$ cat config.mk
export PLATFORM = sky130hd
export DESIGN_NAME = smc_loader_flat
export DESIGN_NICKNAME = d
export VERILOG_FILES = /design/src/rtl/smc_pkg.sv /design/src/rtl/smc_loader_if.sv /design/src/rtl/smc_frame_reg.sv /design/src/rtl/smc_loader.sv /design/src/flat_wrapper.sv
export SDC_FILE = /design/constraint.sdc
export NUM_CORES = 1
export LEC_CHECK = 0
export CORE_MARGIN = 2
export CORE_UTILIZATION = 44
export DETAILED_ROUTE_END_ITERATION = 16
export GPL_ROUTABILITY_DRIVEN = 1
export PLACE_DENSITY_LB_ADDON = 0.25
export SKIP_CTS_REPAIR_TIMING = 1
export SLEW_MARGIN = 20
export SYNTH_ARGS = -nofsm -noshare
export SYNTH_HDL_FRONTEND = slang
export SYNTH_SLANG_ARGS = --single-unit
$ cat constraint.sdc
create_clock -name clk -period 2.4 [get_ports clk]
set_input_delay 0.48 -clock clk [delete_from_list [all_inputs] [get_ports clk]]
set_output_delay 0.48 -clock clk [all_outputs]
set_load 0.01 [all_outputs]
$ cat src/rtl/smc_pkg.sv
// rtl/smc_pkg.sv - shared types and constants for the SMC loader
package smc_pkg;

  localparam int NUM_FET = 6;
  localparam int DW      = 3;
  localparam int OW      = 10;
  localparam int CW      = $clog2(NUM_FET);

  localparam logic [CW-1:0] LAST_IDX = CW'(NUM_FET - 1);

  typedef struct packed {
    logic [DW-1:0] w;
    logic [DW-1:0] vgs;
    logic [DW-1:0] vds;
  } fet_param_t;

  typedef enum logic [1:0] {
    IDLE,
    COLLECT,
    ISSUE,
    HOLD
  } loader_state_e;

  // A FET with zero width or zero gate drive cannot be evaluated meaningfully.
  function automatic logic fet_out_of_range(fet_param_t f);
    return (f.w == '0) || (f.vgs == '0);
  endfunction

endpackage

$ cat src/rtl/smc_loader_if.sv
// rtl/smc_loader_if.sv - parameter stream, calculator port and result handshake
interface smc_loader_if;
  import smc_pkg::*;

  logic                  in_valid;
  logic                  in_ready;
  logic [1:0]            in_mode;
  logic [DW-1:0]         in_w;
  logic [DW-1:0]         in_vgs;
  logic [DW-1:0]         in_vds;

  logic                  smc_valid;
  logic [1:0]            smc_mode;
  logic [NUM_FET*DW-1:0] smc_w;
  logic [NUM_FET*DW-1:0] smc_vgs;
  logic [NUM_FET*DW-1:0] smc_vds;
  logic [OW-1:0]         smc_out_n;

  logic                  out_valid;
  logic                  out_ready;
  logic [OW-1:0]         out_data;
  logic                  out_err;

  modport slave (
    input  in_valid, in_mode, in_w, in_vgs, in_vds, smc_out_n, out_ready,
    output in_ready, smc_valid, smc_mode, smc_w, smc_vgs, smc_vds,
           out_valid, out_data, out_err
  );

  modport master (
    output in_valid, in_mode, in_w, in_vgs, in_vds, smc_out_n, out_ready,
    input  in_ready, smc_valid, smc_mode, smc_w, smc_vgs, smc_vds,
           out_valid, out_data, out_err
  );

endinterface

$ cat src/rtl/smc_frame_reg.sv
// rtl/smc_frame_reg.sv - NUM_FET-entry FET parameter register file with packed outputs
module smc_frame_reg
  import smc_pkg::*;
(
  input  logic                  clk,
  input  logic                  reset,
  input  logic                  we_i,
  input  logic [CW-1:0]         idx_i,
  input  fet_param_t            fet_i,
  output logic [NUM_FET*DW-1:0] w_o,
  output logic [NUM_FET*DW-1:0] vgs_o,
  output logic [NUM_FET*DW-1:0] vds_o
);

  logic [NUM_FET-1:0][DW-1:0] w_q;
  logic [NUM_FET-1:0][DW-1:0] vgs_q;
  logic [NUM_FET-1:0][DW-1:0] vds_q;

  always_ff @(posedge clk or negedge reset) begin
    if (!reset) begin
      w_q   <= '0;
      vgs_q <= '0;
      vds_q <= '0;
    end else if (we_i && (idx_i <= LAST_IDX)) begin
      w_q[idx_i]   <= fet_i.w;
      vgs_q[idx_i] <= fet_i.vgs;
      vds_q[idx_i] <= fet_i.vds;
    end
  end

  // Entry k lands on bits [k*DW +: DW] of each packed bus.
  assign w_o   = w_q;
  assign vgs_o = vgs_q;
  assign vds_o = vds_q;

endmodule

$ cat src/rtl/smc_loader.sv
// rtl/smc_loader.sv - beat-serial frame loader and result register for the SMC calculator
// Optional range check built when SMC_LOADER_RANGE_CHECK_EN is defined.
module smc_loader
  import smc_pkg::*;
(
  input  logic        clk,
  input  logic        reset,
  smc_loader_if.slave bus
);

  loader_state_e state_q;
  logic [CW-1:0] count_q;
  logic [CW-1:0] count_d;
  logic          ready_q;
  logic          smc_valid_q;
  logic [1:0]    smc_mode_q;
  logic          out_valid_q;
  logic [OW-1:0] out_data_q;
  logic          accept;
  fet_param_t    fet_d;

  assign accept  = bus.in_valid & ready_q;
  assign count_d = count_q + CW'(1);
  assign fet_d   = '{w: bus.in_w, vgs: bus.in_vgs, vds: bus.in_vds};

  smc_frame_reg u_frame (
    .clk   (clk),
    .reset (reset),
    .we_i  (accept),
    .idx_i (count_q),
    .fet_i (fet_d),
    .w_o   (bus.smc_w),
    .vgs_o (bus.smc_vgs),
    .vds_o (bus.smc_vds)
  );

  // ready_q comes up one edge after reset release, so IDLE sets it every cycle.
  always_ff @(posedge clk or negedge reset) begin
    if (!reset) begin
      state_q     <= IDLE;
      count_q     <= '0;
      ready_q     <= 1'b0;
      smc_valid_q <= 1'b0;
      smc_mode_q  <= '0;
      out_valid_q <= 1'b0;
      out_data_q  <= '0;
    end else begin
      case (state_q)
        IDLE: begin
          ready_q <= 1'b1;
          if (accept) begin
            smc_mode_q <= bus.in_mode;
            count_q    <= count_d;
            state_q    <= COLLECT;
          end
        end
        COLLECT: begin
          if (accept) begin
            if (count_q == LAST_IDX) begin
              count_q     <= '0;
              ready_q     <= 1'b0;
              smc_valid_q <= 1'b1;
              state_q     <= ISSUE;
            end else begin
              count_q <= count_d;
            end
          end
        end
        ISSUE: begin
          smc_valid_q <= 1'b0;
          out_data_q  <= bus.smc_out_n;
          out_valid_q <= 1'b1;
          state_q     <= HOLD;
        end
        HOLD: begin
          if (bus.out_ready) begin
            out_valid_q <= 1'b0;
            ready_q     <= 1'b1;
            state_q     <= IDLE;
          end
        end
        default: state_q <= IDLE;
      endcase
    end
  end

  assign bus.in_ready  = ready_q;
  assign bus.smc_valid = smc_valid_q;
  assign bus.smc_mode  = smc_mode_q;
  assign bus.out_valid = out_valid_q;
  assign bus.out_data  = out_data_q;

`ifdef SMC_LOADER_RANGE_CHECK_EN
  logic err_q;
  logic out_err_q;
  logic beat_bad;

  assign beat_bad = fet_out_of_range(fet_d);

  // The sticky flag restarts on beat 0 so one bad frame never taints the next.
  always_ff @(posedge clk or negedge reset) begin
    if (!reset) begin
      err_q     <= 1'b0;
      out_err_q <= 1'b0;
    end else begin
      if (accept) begin
        err_q <= (state_q == IDLE) ? beat_bad : (err_q | beat_bad);
      end
      if (state_q == ISSUE) begin
        out_err_q <= err_q;
      end else if ((state_q == HOLD) && bus.out_ready) begin
        out_err_q <= 1'b0;
      end
    end
  end

  assign bus.out_err = out_err_q;
`else
  assign bus.out_err = 1'b0;
`endif

endmodule

$ cat src/flat_wrapper.sv
// flat-port wrapper written by rule: the top's interface ports become plain ports
module smc_loader_flat import smc_pkg::*;
  (clk, reset, bus_in_valid, bus_in_mode, bus_in_w, bus_in_vgs, bus_in_vds, bus_smc_out_n, bus_out_ready, bus_in_ready, bus_smc_valid, bus_smc_mode, bus_smc_w, bus_smc_vgs, bus_smc_vds, bus_out_valid, bus_out_data, bus_out_err);
  smc_loader_if bus_i ();
  input  logic clk;
  input  logic reset;
  input wire logic [$bits(bus_i.in_valid)-1:0] bus_in_valid;
  input wire logic [$bits(bus_i.in_mode)-1:0] bus_in_mode;
  input wire logic [$bits(bus_i.in_w)-1:0] bus_in_w;
  input wire logic [$bits(bus_i.in_vgs)-1:0] bus_in_vgs;
  input wire logic [$bits(bus_i.in_vds)-1:0] bus_in_vds;
  input wire logic [$bits(bus_i.smc_out_n)-1:0] bus_smc_out_n;
  input wire logic [$bits(bus_i.out_ready)-1:0] bus_out_ready;
  output wire logic [$bits(bus_i.in_ready)-1:0] bus_in_ready;
  output wire logic [$bits(bus_i.smc_valid)-1:0] bus_smc_valid;
  output wire logic [$bits(bus_i.smc_mode)-1:0] bus_smc_mode;
  output wire logic [$bits(bus_i.smc_w)-1:0] bus_smc_w;
  output wire logic [$bits(bus_i.smc_vgs)-1:0] bus_smc_vgs;
  output wire logic [$bits(bus_i.smc_vds)-1:0] bus_smc_vds;
  output wire logic [$bits(bus_i.out_valid)-1:0] bus_out_valid;
  output wire logic [$bits(bus_i.out_data)-1:0] bus_out_data;
  output wire logic [$bits(bus_i.out_err)-1:0] bus_out_err;
  assign bus_i.in_valid = bus_in_valid;
  assign bus_i.in_mode = bus_in_mode;
  assign bus_i.in_w = bus_in_w;
  assign bus_i.in_vgs = bus_in_vgs;
  assign bus_i.in_vds = bus_in_vds;
  assign bus_i.smc_out_n = bus_smc_out_n;
  assign bus_i.out_ready = bus_out_ready;
  assign bus_in_ready = bus_i.in_ready;
  assign bus_smc_valid = bus_i.smc_valid;
  assign bus_smc_mode = bus_i.smc_mode;
  assign bus_smc_w = bus_i.smc_w;
  assign bus_smc_vgs = bus_i.smc_vgs;
  assign bus_smc_vds = bus_i.smc_vds;
  assign bus_out_valid = bus_i.out_valid;
  assign bus_out_data = bus_i.out_data;
  assign bus_out_err = bus_i.out_err;
  smc_loader u_core (.clk(clk), .reset(reset), .bus(bus_i));
endmodule
==> flow_results.xml, run 1 <==
<?xml version="1.0" encoding="UTF-8"?>
<metrics>
  <group name="sta">
    <metric name="period_needed" unit="ns">1.907</metric>
    <metric name="worst_hold_slack" unit="ns">0.05936</metric>
    <metric name="worst-slew-pin-transition" unit="ns">0.6556</metric>
    <metric name="setup_total_negative_slack" unit="ns">0</metric>
    <metric name="layout_worst_path_cycle_share" unit="%">79.48</metric>
    <metric name="slew_viol_final" unit="">0</metric>
    <metric name="max_freq" unit="MHz">524.2</metric>
    <metric name="maxSlewHeadroom" unit="%">56.29</metric>
    <metric name="report.final.setup_viol" unit="">0</metric>
    <metric name="final.setup_skew" unit="ns">0.009106</metric>
    <metric name="hold_viol_final" unit="">0</metric>
    <metric name="rsz0062_at_grt" unit="">false</metric>
  </group>
  <group name="finish">
    <metric name="drive_above_1_share" unit="%">32.79</metric>
    <metric name="filler_cell_count" unit="">543</metric>
    <metric name="areaGrowthSynthToFinish" unit="%">41.96</metric>
    <metric name="antenna_cells_inserted" unit="">0</metric>
    <metric name="fin_nets" unit="">336</metric>
  </group>
  <group name="synth">
    <metric name="postSynthCellCount" unit="">195</metric>
    <metric name="synth_most_common_cell" unit="">sky130_fd_sc_hd__dfrtp_1</metric>
    <metric name="main_combinational_cell_family_by_area_after_synthesis" unit="">multiplexers</metric>
    <metric name="simple_gate_share_of_the_synthesized_area" unit="%">4.328</metric>
    <metric name="syn-num-nets" unit="">227</metric>
    <metric name="number_of_warnings_reported_in_the_yosys_synthesis_log" unit="">0</metric>
    <metric name="synth.area.top_cells" unit="">sky130_fd_sc_hd__dfrtp_1, sky130_fd_sc_hd__mux2_2, sky130_fd_sc_hd__mux2_4</metric>
    <metric name="yosysUniqueCellTypes" unit="">34</metric>
    <metric name="number_of_register_bits_inferred_by_synthesis" unit="">74</metric>
    <metric name="synthMuxAreaShare" unit="%">26.63</metric>
    <metric name="synth_flop_cell" unit="">sky130_fd_sc_hd__dfrtp_1</metric>
    <metric name="synthDominantCellAreaShare" unit="%">61.01</metric>
    <metric name="mappedNetlistArea" unit="sq um">3035</metric>
    <metric name="synth.top_cells.by_count" unit="">sky130_fd_sc_hd__dfrtp_1, sky130_fd_sc_hd__mux2_2, sky130_fd_sc_hd__mux2_4</metric>
    <metric name="synth_sequential_area_ratio" unit="%">61.01</metric>
    <metric name="synth-edff-count" unit="">0</metric>
    <metric name="syn_area_per_cell" unit="sq um">15.57</metric>
    <metric name="share_of_synthesized_cell_area_in_full_adder_half_adder_and_majority_cells" unit="%">2.885</metric>
    <metric name="synth_compound_gate_area_share" unit="%">2.885</metric>
    <metric name="synthArstFlopShare" unit="%">100.0</metric>
    <metric name="netlist.top_cell.by_area" unit="">sky130_fd_sc_hd__dfrtp_1</metric>
    <metric name="synth_xor_area_share" unit="%">0</metric>
  </group>
  <group name="clock_network">
    <metric name="clk_root_buffer_cell" unit="">sky130_fd_sc_hd__clkbuf_8</metric>
    <metric name="clock_sinks" unit="">74</metric>
    <metric name="ctsHtreeMaxLevel" unit="">3</metric>
    <metric name="tritoncts" unit="">yes</metric>
    <metric name="worst_setup_hold_path_clk_slew" unit="ns">0.08</metric>
    <metric name="worst_skew_pair.late_latency" unit="ns">0.34</metric>
    <metric name="numCtsBuffers" unit="">9</metric>
    <metric name="clock_path_buffers" unit="">2</metric>
  </group>
  <group name="global_route">
    <metric name="grt_max_degree" unit="">45</metric>
    <metric name="initial_antenna_violation_count" unit="">0</metric>
    <metric name="first_global_vias" unit="">2163</metric>
    <metric name="groute.usage.overall" unit="%">18.70</metric>
    <metric name="total_congestion_overflow" unit="">0</metric>
    <metric name="grt_first_pass_wirelength" unit="um">10750</metric>
  </group>
  <group name="floorplanning">
    <metric name="initial_core_util" unit="%">45.18</metric>
    <metric name="die_height" unit="um">87.06</metric>
    <metric name="std_cell_rows" unit="">30</metric>
    <metric name="design.core.area" unit="sq um">6719</metric>
    <metric name="die_area" unit="sq um">7579</metric>
    <metric name="die_x" unit="um">87.06</metric>
    <metric name="io_pins" unit="">95</metric>
  </group>
  <group name="detailed_routing">
    <metric name="detail_route.iter0.violations" unit="">57</metric>
    <metric name="vias_after_detailed_routing" unit="">1986</metric>
    <metric name="ant_nets" unit="">0</metric>
    <metric name="remaining_drc_errors" unit="">0</metric>
    <metric name="drt_wl_total" unit="um">6505</metric>
    <metric name="drt-wirelength-per-cell" unit="um">16.77</metric>
    <metric name="drt_pass1_iterations" unit="">4</metric>
    <metric name="vias_per_cell" unit="">5.119</metric>
  </group>
  <group name="run">
    <metric name="max-cap-violations" unit="">0</metric>
  </group>
  <group name="worst_setup_path">
    <metric name="cp-startpoint" unit="">u_core.count_q[0]</metric>
    <metric name="timing.rr.start" unit="">u_core.count_q[0]</metric>
    <metric name="element_type_at_the_critical_path_end" unit="">flop</metric>
    <metric name="start_kind" unit="">flop</metric>
    <metric name="setup_cp_type" unit="">reg2reg</metric>
    <metric name="critical_path_required" unit="ns">2.62</metric>
    <metric name="timing.critical_path.fanout_max" unit="">9</metric>
    <metric name="worstPathArrival" unit="ns">2.13</metric>
  </group>
  <group name="worst_hold_path">
    <metric name="timing.hold.worst.class" unit="">in2async</metric>
  </group>
  <group name="pwr">
    <metric name="power.density_cell_area" unit="nW/um^2">1412</metric>
    <metric name="ir_drop" unit="uV">765.9</metric>
    <metric name="power.static_leakage" unit="nW">1.881</metric>
  </group>
  <group name="place">
    <metric name="detailed_place_hpwl" unit="um">4774</metric>
    <metric name="port_buffers" unit="">93</metric>
    <metric name="gp_routability_congestion" unit="">0.7095</metric>
  </group>
  <group name="run_status">
    <metric name="run_status" unit="">finished clean</metric>
  </group>
</metrics>
-- worst max-delay path: stages (launching register included) --
cell                       delay, ns
sky130_fd_sc_hd__dfrtp_1        0.55
sky130_fd_sc_hd__ha_1           0.29
sky130_fd_sc_hd__nand4_1        0.15
sky130_fd_sc_hd__a221oi_1       0.43
sky130_fd_sc_hd__mux2_2         0.38
-- placed cells by master, fill, tap and decap left out, drive strengths merged, types with 2 or more instances in the layout --
master,n
buf,12
o31ai,2
nor2,3
clkbuf,11
nand2,5
mux2,67
a21oi,2
inv,7
clkdlybuf4s50,92
dfrtp,74
o21ai,3
nand4,2
o211ai,2
mux2i,2
nand3,2
ha,7
-- worst paths after layout --
check                                           end  slack (ns)  cells past startpoint
max in group asynchronous   u_core.u_frame.vds_o[8]        1.76                      2
max reg2reg                       u_core.state_q[1]        0.49                      4
min in group clk             u_core.bus.smc_mode[0]        0.51                      1
min                        u_core.u_frame.vgs_o[10]        0.06                      1
min reg2reg                  u_core.bus.smc_mode[0]        0.51                      1
max                               u_core.state_q[1]        0.49                      4
-- cell type report --
cell class              instances  area, sq um  area share, %
clock buffers                  11        141.4          3.281
clock inverters                 4        51.30          1.190
inverters                       6        22.52         0.5226
multi-input cells             109         1119          25.96
flip-flops and latches         74         1852          42.97
well taps                      80        100.1          2.323
repair buffers                104         1023          23.75
-- report_power, final --
part / switching, mW / leakage, nW / internal (mW)
logic: 1.07 / 0.903 / 1.79
clock network: 0.454 / 0.0958 / 0.506
registers: 0.394 / 0.883 / 1.87
-- cells by family (layout without fill, tap and decap cells) --
group / count (synthesis) / count (layout)
other cells: 1 / 1
fa+ha+maj: 7 / 7
buf+inv: 12 / 125
mux: 69 / 69
compound gates: 13 / 13
flops: 74 / 74
simple gates: 19 / 19
-- metrics by stage --
stage | power, mW | setup slack (ns) | instance area, sq um | util, % | std cells
global placement | 5.100 | 0.1770 | 4116 | 61.27 | 373
floorplan | 3.642 | 0.6802 | 3035 | - | 195
finish | 6.083 | 0.4925 | 4309 | 64.13 | 388
CTS | 6.156 | 0.4971 | 4309 | 64.13 | 388
detailed placement | 5.182 | 0.1492 | 4116 | 61.27 | 373
global route | 6.465 | 0.3915 | 4309 | 64.13 | 388
-- layer usage --
layer / part of all wire (%) / wire length, um / GRT usage, %
met4: 1.2 / 81 / 6.818
met3: 8.3 / 537 / 7.393
met5: 0 / 0 / 0
met1: 44 / 2856 / 23.59
met2: 47 / 3030 / 29.22
-- state kept, by name (all words and copies together) (netlist names) --
name,flops
u_core.bus.out_data,10
u_core.bus.in_ready,1
u_core.bus.out_valid,1
u_core.bus.smc_valid,1
u_core.u_frame.vgs_o,18
u_core.bus.smc_mode,2
u_core.count_q,3
u_core.u_frame.vds_o,18
u_core.u_frame.w_o,18
u_core.state_q,2
(Power assumes the default switching activity.)
==> run 2: changes to the inputs <==
- clock period: 2.4 -> 1.84 ns (I/O delays scaled with it)
==> flow_results.xml, run 2 (synthesis results as in run 1) <==
<?xml version="1.0" encoding="UTF-8"?>
<metrics>
  <group name="finish">
    <metric name="areaGrowthSynthToFinish" unit="%">46.58</metric>
    <metric name="layout.cells.most_common_list" unit="">sky130_fd_sc_hd__clkdlybuf4s50_1, sky130_fd_sc_hd__dfrtp_1, sky130_fd_sc_hd__mux2_2</metric>
    <metric name="drive_above_1_share" unit="%">35.94</metric>
    <metric name="final_cell_count_no_fill" unit="">400</metric>
    <metric name="final_cell_area" unit="sq um">4449</metric>
    <metric name="fin_nets" unit="">348</metric>
    <metric name="antenna_cells_inserted" unit="">0</metric>
    <metric name="filler_cell_count" unit="">508</metric>
    <metric name="final_common_cell" unit="">sky130_fd_sc_hd__clkdlybuf4s50_1</metric>
  </group>
  <group name="clock_network">
    <metric name="worst_setup_hold_path_clk_slew" unit="ns">0.08</metric>
    <metric name="worst_skew_pair.late_latency" unit="ns">0.34</metric>
    <metric name="clock_sinks" unit="">74</metric>
    <metric name="clock_path_buffers" unit="">2</metric>
    <metric name="numCtsBuffers" unit="">9</metric>
    <metric name="tritoncts" unit="">yes</metric>
    <metric name="ctsHtreeMaxLevel" unit="">3</metric>
    <metric name="clk_root_buffer_cell" unit="">sky130_fd_sc_hd__clkbuf_8</metric>
  </group>
  <group name="pwr">
    <metric name="ir_drop" unit="uV">852.4</metric>
    <metric name="power.density_cell_area" unit="nW/um^2">1870</metric>
    <metric name="power.static_leakage" unit="nW">1.957</metric>
  </group>
  <group name="floorplanning">
    <metric name="design.core.area" unit="sq um">6719</metric>
    <metric name="std_cell_rows" unit="">30</metric>
    <metric name="io_pins" unit="">95</metric>
    <metric name="die_x" unit="um">87.06</metric>
    <metric name="initial_core_util" unit="%">45.18</metric>
    <metric name="die_height" unit="um">87.06</metric>
    <metric name="die_area" unit="sq um">7579</metric>
  </group>
  <group name="place">
    <metric name="placement.cell_area" unit="sq um">4199</metric>
    <metric name="gp_routability_congestion" unit="">0.7127</metric>
    <metric name="dpl.cell_count" unit="">384</metric>
    <metric name="port_buffers" unit="">93</metric>
    <metric name="pre_cts_slack" unit="ns">-0.1934</metric>
    <metric name="detailed_place_hpwl" unit="um">4784</metric>
  </group>
  <group name="detailed_routing">
    <metric name="remaining_drc_errors" unit="">0</metric>
    <metric name="vias_per_cell" unit="">5.043</metric>
    <metric name="drt-wirelength-per-cell" unit="um">16.85</metric>
    <metric name="detail_route.iter0.violations" unit="">65</metric>
    <metric name="ant_nets" unit="">0</metric>
    <metric name="drt_pass1_iterations" unit="">4</metric>
    <metric name="drt_wl_total" unit="um">6739</metric>
    <metric name="vias_after_detailed_routing" unit="">2017</metric>
  </group>
  <group name="worst_setup_path">
    <metric name="crit_family" unit="">buffers and inverters</metric>
    <metric name="path_buf_inv" unit="">1</metric>
    <metric name="element_type_at_the_critical_path_end" unit="">primary output</metric>
    <metric name="timing.critical_path.slowest_stage_cell" unit="">sky130_fd_sc_hd__clkdlybuf4s50_1</metric>
    <metric name="cp_cell_sequence" unit="">clkdlybuf4s50_1</metric>
    <metric name="critical_path_required" unit="ns">1.47</metric>
    <metric name="setup_cp_type" unit="">reg2out</metric>
    <metric name="timing.critical_path.fanout_max" unit="">7</metric>
    <metric name="worstPathArrival" unit="ns">1.39</metric>
    <metric name="start_kind" unit="">flop</metric>
    <metric name="worst_path_largest_cell_delay" unit="ns">0.58</metric>
  </group>
  <group name="run">
    <metric name="max-cap-violations" unit="">0</metric>
  </group>
  <group name="sta">
    <metric name="slew_viol_final" unit="">0</metric>
    <metric name="period_needed" unit="ns">1.761</metric>
    <metric name="max_freq" unit="MHz">567.7</metric>
    <metric name="final.setup_skew" unit="ns">0.01082</metric>
    <metric name="worst-slew-pin-transition" unit="ns">0.6920</metric>
    <metric name="layout_worst_path_cycle_share" unit="%">95.73</metric>
    <metric name="maxSlewHeadroom" unit="%">53.87</metric>
    <metric name="report.final.setup_viol" unit="">0</metric>
    <metric name="rsz0062_at_grt" unit="">false</metric>
    <metric name="hold_viol_final" unit="">0</metric>
    <metric name="worst_setup_slack_final" unit="ns">0.07863</metric>
  </group>
  <group name="global_route">
    <metric name="grt_first_pass_wirelength" unit="um">10810</metric>
    <metric name="first_global_vias" unit="">2122</metric>
    <metric name="total_congestion_overflow" unit="">0</metric>
    <metric name="groute.usage.overall" unit="%">19.00</metric>
    <metric name="initial_antenna_violation_count" unit="">0</metric>
    <metric name="grt_max_degree" unit="">35</metric>
  </group>
  <group name="run_status">
    <metric name="run_status" unit="">finished clean</metric>
  </group>
  <group name="worst_hold_path">
    <metric name="timing.hold.worst.class" unit="">reg2reg</metric>
  </group>
</metrics>
-- run 2: worst register-to-register path: cells and delay by family, from the launching register on --
kind       cells  cell delay, ns
fa+ha+maj      1            0.63
buf+inv        1            0.14
flops          1            0.42
mux            1            0.41
-- run 2: per-layer routing --
| metal | part of all wire [%] | vias up | global-route usage [%] |
|---|---|---|---|
| met2 | 46 | 75 | 28.73 |
| met4 | 2.4 | 0 | 8.807 |
| met1 | 44 | 997 | 24.58 |
| met3 | 7.9 | 15 | 6.635 |
| met5 | 0 | - | 0 |
| li1 | - | 930 | - |
-- run 2: path summary, 6_finish.rpt --
kind / slack (ns) / startpoint / to / cells past startpoint
worst max-delay path: 0.08 / u_core.bus.in_ready / bus_in_ready / 1
worst min-delay path: 0.50 / u_core.u_frame.vds_o[11] / u_core.u_frame.vds_o[11] / 1
worst max register to register: 0.13 / u_core.state_q[0] / u_core.bus.out_data[9] / 3
worst min register to register: 0.50 / u_core.u_frame.vds_o[11] / u_core.u_frame.vds_o[11] / 1
max in group asynchronous: 0.80 / reset / u_core.u_frame.w_o[8] / 3
min in group asynchronous: 0.51 / reset / u_core.bus.in_ready / 2
-- run 2: cell type report --
type / instances / area (sq um) / share of cell area (%)
sequential: 74 / 1852 / 41.62
multi-input combinational: 109 / 1127 / 25.34
timing repair buffer: 116 / 1116 / 25.08
clock buffer: 10 / 127.6 / 2.868
clock inverter: 5 / 103.9 / 2.334
tap: 80 / 100.1 / 2.250
inverter: 6 / 22.52 / 0.5062
-- run 2: through the flow --
stage | util [%] | hold WS, ns | total power [mW] | TNS, ns
after floorplan | - | 0.07241 | 4.751 | 0
after global placement | 62.50 | 0.3432 | 6.766 | -6.041
after detailed placement | 62.50 | 0.3461 | 6.872 | -6.401
after CTS | 65.94 | -0.02376 | 8.389 | 0
after global routing | 66.22 | 0.5269 | 8.807 | 0
final | 66.22 | 0.5045 | 8.322 | 0
-- run 2: report_power, final --
| group | internal (mW) | switching, mW |
|---|---|---|
| clock | 0.894 | 0.584 |
| sequential | 2.45 | 0.495 |
| combinational | 2.45 | 1.45 |
| total | 5.79 | 2.53 |
